**src/rtl/aud_cfg_writer_pkg.sv**
```systemverilog
// aud_pkg: shared widths, command record, FSM state type and register addresses
package aud_pkg;
   localparam int AUD_ADDR_W = 4;
   localparam int AUD_DATA_W = 7;
   localparam logic [AUD_ADDR_W-1:0] AUD_REG_8 = 4'd8;
   localparam logic [AUD_ADDR_W-1:0] AUD_REG_9 = 4'd9;
   typedef enum logic [1:0] {IDLE, SEND, RESP} aud_wr_state_t;
   typedef struct packed {
      logic [AUD_ADDR_W-1:0] addr;
      logic [AUD_DATA_W-1:0] data;
   } aud_cmd_t;
endpackage

```
**src/rtl/aud_cfg_writer_if.sv**
```systemverilog
// aud_cfg_writer_if: local command port plus the controller write channel
interface aud_cfg_writer_if;
   import aud_pkg::*;
   logic cmd_valid, cmd_ready;
   logic [AUD_ADDR_W-1:0] cmd_addr, AWADDR;
   logic [AUD_DATA_W-1:0] cmd_data, WDATA;
   logic AWVALID, AWREADY, WVALID, WREADY, BVALID, BREADY;
   modport master (
      input  cmd_valid, cmd_addr, cmd_data, AWREADY, WREADY, BVALID,
      output cmd_ready, AWADDR, AWVALID, WDATA, WVALID, BREADY
   );
   modport slave (
      output cmd_valid, cmd_addr, cmd_data, AWREADY, WREADY, BVALID,
      input  cmd_ready, AWADDR, AWVALID, WDATA, WVALID, BREADY
   );
endinterface

```
**src/rtl/aud_cfg_writer_cmd_fifo.sv**
```systemverilog
// aud_cmd_fifo: synchronous command FIFO with wrap bit on the pointers for full/empty
module aud_cmd_fifo import aud_pkg::*; #(
   parameter int DEPTH = 4
) (
   input  logic                    clk,
   input  logic                    rst,
   input  logic                    push_i,
   input  logic                    pop_i,
   input  aud_cmd_t                din_i,
   output aud_cmd_t                dout_o,
   output logic                    full_o,
   output logic                    empty_o,
   output logic [$clog2(DEPTH):0]  level_o
);
   localparam int AW = $clog2(DEPTH);
   aud_cmd_t mem_q [DEPTH];
   logic [AW:0] wr_q, rd_q;
   assign level_o = wr_q - rd_q;
   // level never exceeds DEPTH, so its top bit alone means full
   assign full_o  = level_o[AW];
   assign empty_o = level_o == '0;
   assign dout_o  = mem_q[rd_q[AW-1:0]];
   always_ff @(posedge clk or posedge rst) begin
      if (rst) begin
         wr_q <= '0;
         rd_q <= '0;
      end else begin
         if (push_i) wr_q <= wr_q + 1'b1;
         if (pop_i) rd_q <= rd_q + 1'b1;
      end
   end
   always_ff @(posedge clk) begin
      if (push_i) mem_q[wr_q[AW-1:0]] <= din_i;
   end
endmodule

```
**src/rtl/aud_cfg_writer.sv**
```systemverilog
// aud_cfg_writer: buffers register-write commands and issues each as one AW/W/B write
module aud_cfg_writer import aud_pkg::*; #(
   parameter int DEPTH   = 4,
   parameter int TIMEOUT = 255
) (
   input  logic                    ACLK,
   input  logic                    ARESET,
   aud_cfg_writer_if.master        bus,
   input  logic                    clr_err,
   output logic                    busy,
   output logic [$clog2(DEPTH):0]  fifo_level,
   output logic [7:0]              wr_done_cnt,
   output logic                    err_timeout
);
   aud_wr_state_t state_q, state_d;
   aud_cmd_t cmd_in, head;
   logic full, empty, push, pop, b_hs, aw_ok, w_ok, both, tmo_evt;
   logic awvalid_q, awvalid_d, wvalid_q, wvalid_d, bready_q, bready_d;
   logic aw_done_q, aw_done_d, w_done_q, w_done_d, err_q, err_d;
   logic [AUD_ADDR_W-1:0] awaddr_q, awaddr_d;
   logic [AUD_DATA_W-1:0] wdata_q, wdata_d;
   logic [15:0] tmo_q, tmo_d;
   logic [7:0] done_q, done_d;
   assign cmd_in = {bus.cmd_addr, bus.cmd_data};
   assign push   = bus.cmd_valid && !full;
   assign b_hs   = state_q == RESP && bus.BVALID;
   // a completing response pops the next command straight into SEND
   assign pop    = !empty && (state_q == IDLE || b_hs);
   aud_cmd_fifo #(.DEPTH(DEPTH)) u_fifo (
      .clk(ACLK), .rst(ARESET), .push_i(push), .pop_i(pop), .din_i(cmd_in),
      .dout_o(head), .full_o(full), .empty_o(empty), .level_o(fifo_level)
   );
   always_comb begin
      aw_ok     = aw_done_q || (awvalid_q && bus.AWREADY);
      w_ok      = w_done_q || (wvalid_q && bus.WREADY);
      both      = state_q == SEND && aw_ok && w_ok;
      tmo_evt   = state_q == RESP && !bus.BVALID && tmo_q == 16'(TIMEOUT - 1);
      state_d   = pop ? SEND : both ? RESP : b_hs ? IDLE : state_q;
      awvalid_d = pop || (awvalid_q && !bus.AWREADY);
      wvalid_d  = pop || (wvalid_q && !bus.WREADY);
      aw_done_d = state_q == SEND && aw_ok && !both;
      w_done_d  = state_q == SEND && w_ok && !both;
      bready_d  = both || (bready_q && !b_hs);
      awaddr_d  = pop ? head.addr : awaddr_q;
      wdata_d   = pop ? head.data : wdata_q;
      tmo_d     = state_q != RESP ? '0 : tmo_q == 16'(TIMEOUT) ? tmo_q : tmo_q + 16'd1;
      done_d    = done_q + {7'd0, b_hs};
      err_d     = tmo_evt || (err_q && !clr_err);
   end
   always_ff @(posedge ACLK or posedge ARESET) begin
      if (ARESET) begin
         state_q   <= IDLE;
         awvalid_q <= 1'b0;
         wvalid_q  <= 1'b0;
         bready_q  <= 1'b0;
         aw_done_q <= 1'b0;
         w_done_q  <= 1'b0;
         err_q     <= 1'b0;
         awaddr_q  <= '0;
         wdata_q   <= '0;
         tmo_q     <= '0;
         done_q    <= '0;
      end else begin
         state_q   <= state_d;
         awvalid_q <= awvalid_d;
         wvalid_q  <= wvalid_d;
         bready_q  <= bready_d;
         aw_done_q <= aw_done_d;
         w_done_q  <= w_done_d;
         err_q     <= err_d;
         awaddr_q  <= awaddr_d;
         wdata_q   <= wdata_d;
         tmo_q     <= tmo_d;
         done_q    <= done_d;
      end
   end
   assign bus.cmd_ready = !full;
   assign bus.AWADDR    = awaddr_q;
   assign bus.AWVALID   = awvalid_q;
   assign bus.WDATA     = wdata_q;
   assign bus.WVALID    = wvalid_q;
   assign bus.BREADY    = bready_q;
   assign busy          = state_q != IDLE || !empty;
   assign wr_done_cnt   = done_q;
   assign err_timeout   = err_q;
endmodule

```
**src/flat_wrapper.sv**
```systemverilog
// flat-port wrapper written by rule: the top's interface ports become plain ports
module aud_cfg_writer_flat import aud_pkg::*;
#(
   parameter int DEPTH   = 4,
   parameter int TIMEOUT = 255
)
  (ACLK, ARESET, clr_err, busy, fifo_level, wr_done_cnt, err_timeout, bus_cmd_valid, bus_cmd_addr, bus_cmd_data, bus_AWREADY, bus_WREADY, bus_BVALID, bus_cmd_ready, bus_AWADDR, bus_AWVALID, bus_WDATA, bus_WVALID, bus_BREADY);
  aud_cfg_writer_if bus_i ();
  input  logic ACLK;
  input  logic ARESET;
  input  logic clr_err;
  output logic busy;
  output logic [$clog2(DEPTH):0] fifo_level;
  output logic [7:0] wr_done_cnt;
  output logic err_timeout;
  input wire logic [$bits(bus_i.cmd_valid)-1:0] bus_cmd_valid;
  input wire logic [$bits(bus_i.cmd_addr)-1:0] bus_cmd_addr;
  input wire logic [$bits(bus_i.cmd_data)-1:0] bus_cmd_data;
  input wire logic [$bits(bus_i.AWREADY)-1:0] bus_AWREADY;
  input wire logic [$bits(bus_i.WREADY)-1:0] bus_WREADY;
  input wire logic [$bits(bus_i.BVALID)-1:0] bus_BVALID;
  output wire logic [$bits(bus_i.cmd_ready)-1:0] bus_cmd_ready;
  output wire logic [$bits(bus_i.AWADDR)-1:0] bus_AWADDR;
  output wire logic [$bits(bus_i.AWVALID)-1:0] bus_AWVALID;
  output wire logic [$bits(bus_i.WDATA)-1:0] bus_WDATA;
  output wire logic [$bits(bus_i.WVALID)-1:0] bus_WVALID;
  output wire logic [$bits(bus_i.BREADY)-1:0] bus_BREADY;
  assign bus_i.cmd_valid = bus_cmd_valid;
  assign bus_i.cmd_addr = bus_cmd_addr;
  assign bus_i.cmd_data = bus_cmd_data;
  assign bus_i.AWREADY = bus_AWREADY;
  assign bus_i.WREADY = bus_WREADY;
  assign bus_i.BVALID = bus_BVALID;
  assign bus_cmd_ready = bus_i.cmd_ready;
  assign bus_AWADDR = bus_i.AWADDR;
  assign bus_AWVALID = bus_i.AWVALID;
  assign bus_WDATA = bus_i.WDATA;
  assign bus_WVALID = bus_i.WVALID;
  assign bus_BREADY = bus_i.BREADY;
  aud_cfg_writer #(.DEPTH(DEPTH), .TIMEOUT(TIMEOUT)) u_core (.ACLK(ACLK), .ARESET(ARESET), .bus(bus_i), .clr_err(clr_err), .busy(busy), .fifo_level(fifo_level), .wr_done_cnt(wr_done_cnt), .err_timeout(err_timeout));
endmodule
```
**config.mk**
```make
export PLATFORM = sky130hd
export DESIGN_NAME = aud_cfg_writer_flat
export DESIGN_NICKNAME = d
export VERILOG_FILES = /design/src/rtl/aud_cfg_writer_pkg.sv /design/src/rtl/aud_cfg_writer_if.sv /design/src/rtl/aud_cfg_writer_cmd_fifo.sv /design/src/rtl/aud_cfg_writer.sv /design/src/flat_wrapper.sv
export SDC_FILE = /design/constraint.sdc
export NUM_CORES = 1
export LEC_CHECK = 0
export CORE_MARGIN = 2
export CORE_UTILIZATION = 37
export DETAILED_ROUTE_END_ITERATION = 8
export PLACE_DENSITY = 0.56
export RECOVER_POWER = 25
export SLEW_MARGIN = 20
export SYNTH_ARGS = -nofsm -noshare
export SYNTH_HDL_FRONTEND = slang
export SYNTH_SLANG_ARGS = --single-unit
```
**constraint.sdc**
```tcl
create_clock -name ACLK -period 2.35 [get_ports ACLK]
set_input_delay 0.47 -clock ACLK [delete_from_list [all_inputs] [get_ports ACLK]]
set_output_delay 0.47 -clock ACLK [all_outputs]
set_load 0.05 [all_outputs]
```
# Yosys cells after proc, flatten, opt, wreduce, memory -nomap -nowiden
# Memories as Yosys holds them, arrays and structs flattened. A register that Yosys moved wholly into a read port is not among the register bits.
# Cells that the tools add are included.
[totals] wordCells=66 regBits=38 mem_count=1 ram_bits=44
[classes] n_eq_ne=6 n_mux=7 n_reduce_logical=36 addsub=5
[mem_list] name="u_core.u_fifo.mem_q" words=4 width=11 read_ports=1 rd_clocked_by_memory_dff=1 wr=1 line="aud_cfg_writer_cmd_fifo.sv:16" rtl="aud_cmd_t mem_q [DEPTH];"
[op_table] operator="$eq 16x8->1 const B" n=2
[op_table] operator="$mux 16" n=2
[op_table] operator="$add 16x1->16 const B" n=1
[op_table] operator="$logic_and 1x1->1" n=16
[op_table] operator="$add 8x1->8" n=1
[op_table] operator="$logic_not 1->1" n=8
[op_table] operator="$logic_or 1x1->1" n=8
[op_table] operator="$add 3x1->3 const B" n=2
[op_table] operator="$mux 2" n=3
[op_table] operator="$logic_not 3->1" n=1
[op_table] operator="$reduce_bool 3->1" n=1
[op_table] operator="$sub 3x3->3" n=1
[op_table] operator="$eq 2x1->1 const B" n=1
[op_table] operator="$eq 2x2->1 const B" n=1
[op_table] operator="$logic_not 2->1" n=1
[op_table] operator="$mux 1" n=2
[op_table] operator="$ne 2x1->1 const B" n=1
[op_table] operator="$ne 2x2->1 const B" n=1
[op_table] operator="$reduce_bool 2->1" n=1

# Longest topological paths before layout
[logic_depth] ltp_word=6 ltp_mapped=8 depth_no_buf=8

# Modules after synthesis
# A second synthesis with hierarchy kept.
[hier_totals] cells_unflattened=262 area_unflattened_um2=3937.5
[modules_own_cells] module="aud_cmd_fifo" cells_per_inst=90 n_inst=1 area_per_inst_um2=1976.9
[modules_own_cells] module="aud_cfg_writer" cells_per_inst=172 n_inst=1 area_per_inst_um2=1960.6

# Worst setup path before layout
# Ideal clock, no wire load.
[synth_timing] path_kind="flip-flop to output port" start="register u_core.u_fifo.wr_q[0]" end="output port busy" t_arrival_ps=1958 required_time_ps=1880 stages_incl_launch_ff=6 slack_ps=-78 n_path_buf=0 cell_sequence="dfrtp_1 -> inv_1 -> ha_1 -> fa_1 -> xor3_1 -> or4_1"
[synth_via] elab_chain_len=4
[synth_rtl] element="start, declared" line="aud_cfg_writer_cmd_fifo.sv:17" rtl="logic [AW:0] wr_q, rd_q;"
[synth_rtl] element="start signal, assigned" line="aud_cfg_writer_cmd_fifo.sv:28" rtl="if (push_i) wr_q <= wr_q + 1'b1;"
[synth_rtl] element="$sub 3x3->3" line="aud_cfg_writer_cmd_fifo.sv:18" rtl="assign level_o = wr_q - rd_q;"
[synth_rtl] element="net u_core.full" line="aud_cfg_writer.sv:17" rtl="logic full, empty, push, pop, b_hs, aw_ok, w_ok, both, tmo_evt;"
[synth_rtl] element="$logic_not 3->1" line="aud_cfg_writer_cmd_fifo.sv:21" rtl="assign empty_o = level_o == '0;"
[synth_rtl] element="$logic_not 1->1" line="aud_cfg_writer.sv:83" rtl="assign busy = state_q != IDLE || !empty;"
[synth_rtl] element="$logic_or 1x1->1" line="aud_cfg_writer.sv:83"
[synth_rtl] element="end, declared" line="flat_wrapper.sv:12" rtl="output logic busy;"
# The timed path passes the listed nets, and every way through them passes these cells.

# Worst setup path in the final report
[layout_timing] start="register u_core.u_fifo.rd_q[0]" end="output port busy"
[layout_via] elab_chain_len=4
[layout_rtl] element="start, declared" line="aud_cfg_writer_cmd_fifo.sv:17"
[layout_rtl] element="start signal, assigned" line="aud_cfg_writer_cmd_fifo.sv:29" rtl="if (pop_i) rd_q <= rd_q + 1'b1;"
[layout_rtl] element="$sub 3x3->3" line="aud_cfg_writer_cmd_fifo.sv:18"
[layout_rtl] element="$logic_not 3->1" line="aud_cfg_writer_cmd_fifo.sv:21"
[layout_rtl] element="$logic_not 1->1" line="aud_cfg_writer.sv:83"
[layout_rtl] element="$logic_or 1x1->1" line="aud_cfg_writer.sv:83"
# Every way passes these cells.

==> results <==
- Setup total negative slack on the finished layout was measured at -326 ps.
- Across the VDD grid, the largest voltage drop is 0.000369 V.
- The area growth from synthesis to layout is 27.0%.
- In this run the tightest slew margin relative to its limit is around 14%.
- In this run the mean area of a mapped cell was roughly 15 µm².
- The remaining antenna violation count after routing is 0.
- The detailed-route wire length is 7.46 mm.
- The total global routing overflow is 0.
- In this run the vertical extent of the chip is roughly 110 µm.
- The first global-routing pass estimated about 12 mm of wire.
- The area share of the leading cell type in the synthesized netlist is between 30% and 40%.
- The floorplan has 37 rows.
- The post-detailed-placement half-perimeter wirelength is approximately 5.0 mm.
- The total of fill cells in the finished design is ~930.
- The die width is between 100 and 150 µm.
- The power spent charging and discharging nets is approximately 1100 µW.
- The clock tree from TritonCTS is done.
- dfrtp_1 is the most common cell in the netlist.
- The fraction of power spent switching nets is between 20% and 30%.
- The leakage power total is between 0.002 and 0.0025 µW.
- Buffers inserted during clock tree synthesis total 9.
- Among all flip-flop cells after synthesis, the most frequent one is dfrtp_1.
- Hold timing on the final database bottoms out at a slack of ~440 ps.
- The cell family contributing the most delay on the critical path is adder cells.
- The synthesized flop and latch total is 93.
- The required arrival time at the worst endpoint is ~1900 ps.
- The checks that failed: negative setup slack.
- The maximum buffer depth of the clock tree is 2.
- In this run the worst path has a maximum fanout of 2.
- In this run the cell area measured after placement is 4770 µm².
- In the routed design, unresolved DRC markers number 0.
- The max-cap violation count is 0.
- The power density over the cells is about 750 nW/µm².
- The total vias in the final route is about 2.4k.
- The count of final setup violators is 2.
- The biggest cell delay along the critical path is approximately 540 ps.
- Setup repair after global routing could not meet its margin everywhere.
- Internal power comes to between 2000 and 3000 µW.
- Ranked by total cell area, the synthesized netlist is headed by edfxtp_1 33%, dfrtp_1 31%, mux4_2 6.3%.
- The startpoint class of the critical path is a register.
- In this run the tool buffered the top-level ports with 45 buffer cells.
- The max-slew violation count came to 0.
- Summing the sequential cell areas from Yosys gives 64.5% of the chip area.
- The average wire per standard cell is between 15 and 20 µm.
- The DRC violation total after the first TritonRoute iteration is 61.
- The die footprint is 11,500 µm².
- After synthesis, the netlist uses 46 different library cells.
- The critical path is of the reg -> out type.
- The combined buffer and inverter count along the critical path is 1.
- The relative contribution of sequential cells to total power is around half.
- The share of layout cells above drive strength 1 is a little under a quarter.
- For this configuration, the core starts out at a cell density of roughly two fifths.
- The region available for standard cell placement spans between 10,000 and 15,000 µm².
- The path type of the worst min-delay path is reg -> reg.
- The flow ran to the end, but the final reports show violations.
- The total nets after synthesis is between 200 and 300.
- The deepest level of the CTS H-tree is 3.
- The cell area after technology mapping is roughly 3900 µm².
- The tree is rooted in a clkbuf_8.
- The cell count after synthesis came out at ~270.
- Registers take 2550 µm².
- Timing would allow up to between 300 and 400 MHz.
- Leaving out filler cells and counting taps, the final layout contains 480.
- Dividing the detail-routed via count by the number of cells gives a little under 5.
- The clock net in this run drives a total of 93 sinks.
- The worst setup path is captured at an output pin.
- The post-route standard cell area excluding fillers is around 5000 µm².
- Data arrives at the worst endpoint at between 2000 and 2500 ps.
- After layout, the minimum clock period comes to roughly 2700 ps.
- The via count of the first global-routing pass is 2,407.
- The clock transition at the register clock pins on the worst setup and hold paths after CTS is around 90 ps.
- Among all stages on the critical path, the largest delay is contributed by fa_2.
- The combinational fraction of design power is 23.1%.
- The initial antenna violation count is 0.
- The final layout net count is about 370.
- Sorting the synthesized cells by how often they occur yields 49 x dfrtp_1, 44 x edfxtp_1, 15 x inv_1, 13 x nand2_1, 13 x nand3_1.
- The signal on the critical path passes through ha_4, fa_2, nand2_2, or4_4, buf_8.
- At the end of routability-driven placement, the weighted congestion stood at ~0.75.
- The cell type with the largest total area after synthesis is edfxtp_1.
- The Yosys step of the flow raised 0 warnings.
- Entering global routing, the biggest net connects 50 pins.
- The share of flip-flops with an asynchronous set or reset is between 50% and 60%.
- The hold violation count in the final report is 0.
- The number of enable flip-flop cells after synthesis is 44.
- The number of placed instances, taps included, is roughly 460.
- In the global route stage, overall resource usage came out at between 10% and 20%.
- The clock network fraction of total power is a little over a quarter.
- The slack of the worst reg-to-reg path is roughly 110 ps.
- In the final layout, the multi-input gates occupy roughly 1300 µm².
- The repair_antennas step left the layout with diodes totalling 0.
- The slew at the pin with the worst max-slew slack is between 1000 and 1500 ps.
- For the worst-skew pair, the clock arrives at the later sink with an insertion delay of between 300 and 400 ps.
- 46 I/O pins were placed.
- The post-route clock period utilization is 113%.
- The number of iterations in the first detailed-routing pass is 4.
- The setup slack of the critical path after layout is -316 ps.
- Clock skew on the completed layout was measured at 11.2 ps.
## kinds of logic (layout without fill, tap and decap cells)
logic type	Yosys count	after routing	synth area share (%)
fa+ha+maj	11	11	3.68
buf+inv	22	98	2.28
xor+xnor	16	16	3.93
simple gates	70	70	10.2
compound gates	31	31	5.20
mux	25	25	10.2
flops	93	93	64.5
## sequential cells by signal, summed over array words and instances, names as in the netlist
signal / cells
u_core.bus.AWVALID: 1
u_core.wr_done_cnt: 8
u_core.u_fifo.mem_q: 44
u_core.aw_done_q: 1
u_core.bus.AWADDR: 4
u_core.tmo_q: 16
u_core.bus.BREADY: 1
u_core.bus.WVALID: 1
u_core.u_fifo.wr_q: 3
u_core.w_done_q: 1
u_core.state_q: 2
u_core.bus.WDATA: 7
u_core.u_fifo.rd_q: 3
u_core.err_timeout: 1
## power by group through the flow
stage                     sequential, µW  combinational (µW)  clock, µW
final                               1900                 871       1000
after floorplan                     1920                 377          0
after global placement              1930                 786          0
after CTS                           1900                 843       1040
after detailed placement            1930                 789          0
after global routing                1910                 945       1110
## timing repair
| action | CTS | global route |
|---|---|---|
| endpoints found under the setup margin | 3 | 48 |
| cloned | 0 | 0 |
| hold buffers | 0 | 0 |
| hold endpoints to repair | 0 | 0 |
| buffers inserted | 3 | 6 |
| gates resized for setup | 9 | 2 |
| pin swaps | 1 | 4 |
## final timing paths
| kind | cells past startpoint | startpoint | to |
|---|---|---|---|
| min in group asynchronous | 3 | ARESET | u_core.wr_done_cnt[7]$_DFF_PP0_ |
| worst max register to register | 7 | u_core.u_fifo.rd_q[0]$_DFFE_PP0P_ | u_core.u_fifo.mem_q[1][7]$_DFFE_PP_ |
| worst min register to register | 1 | u_core.aw_done_q$_DFF_PP0_ | u_core.w_done_q$_DFF_PP0_ |
| worst min-delay path | 1 | u_core.aw_done_q$_DFF_PP0_ | u_core.w_done_q$_DFF_PP0_ |
| max in group asynchronous | 3 | ARESET | u_core.bus.WDATA[6]$_DFFE_PP0P_ |
| worst max-delay path | 5 | u_core.u_fifo.rd_q[0]$_DFFE_PP0P_ | busy |
## worst reg2reg max path, stage by stage (launching register included)
cell	delay [ps]
dfrtp_1	420
ha_4	170
fa_2	370
xor3_1	230
buf_6	150
nor2b_1	240
and2_1	220
buf_12	150
## metal layers
metal,vias up,share of wire [%],global-route usage [%]
met5,-,0,0
met2,55,50,24.2
met3,8,4.7,3.75
li1,1135,-,-
met4,0,1.1,5.19
met1,1169,44,17.7
## final cells by class
class	count	share of cell area (%)
clock inverter	6	1.02
clock buffer	10	2.55
inverter	15	1.17
multi-input combinational	153	26.6
sequential	93	50.8
tap	136	3.39
timing repair buffer	67	14.4
## metrics by stage
step	setup slack, ps	util (%)	power [µW]
2_1_floorplan	28.0	-	2300
3_5_place_dp	26.6	46.2	2720
4_1_cts	-315	48.4	3790
3_3_place_gp	55.3	46.2	2710
5_1_grt	-384	48.6	3970
6_report	-316	48.6	3770
## layout by cell type, fill, tap and decap left out, drive strengths merged, types with 5 or more instances in the layout
master and n:
dfrtp 49, nand2 13, ha 10, mux2 12
nand3 13, nor2 9, a21oi 9, and2 5
edfxtp 44, o21ai 5, mux4 11, xor2 5
xnor2 10, clkdlybuf4s50 38, clkbuf 11, inv 18
buf 26, or4 6, a21o 5
Power figures use the tool's default switching activity.
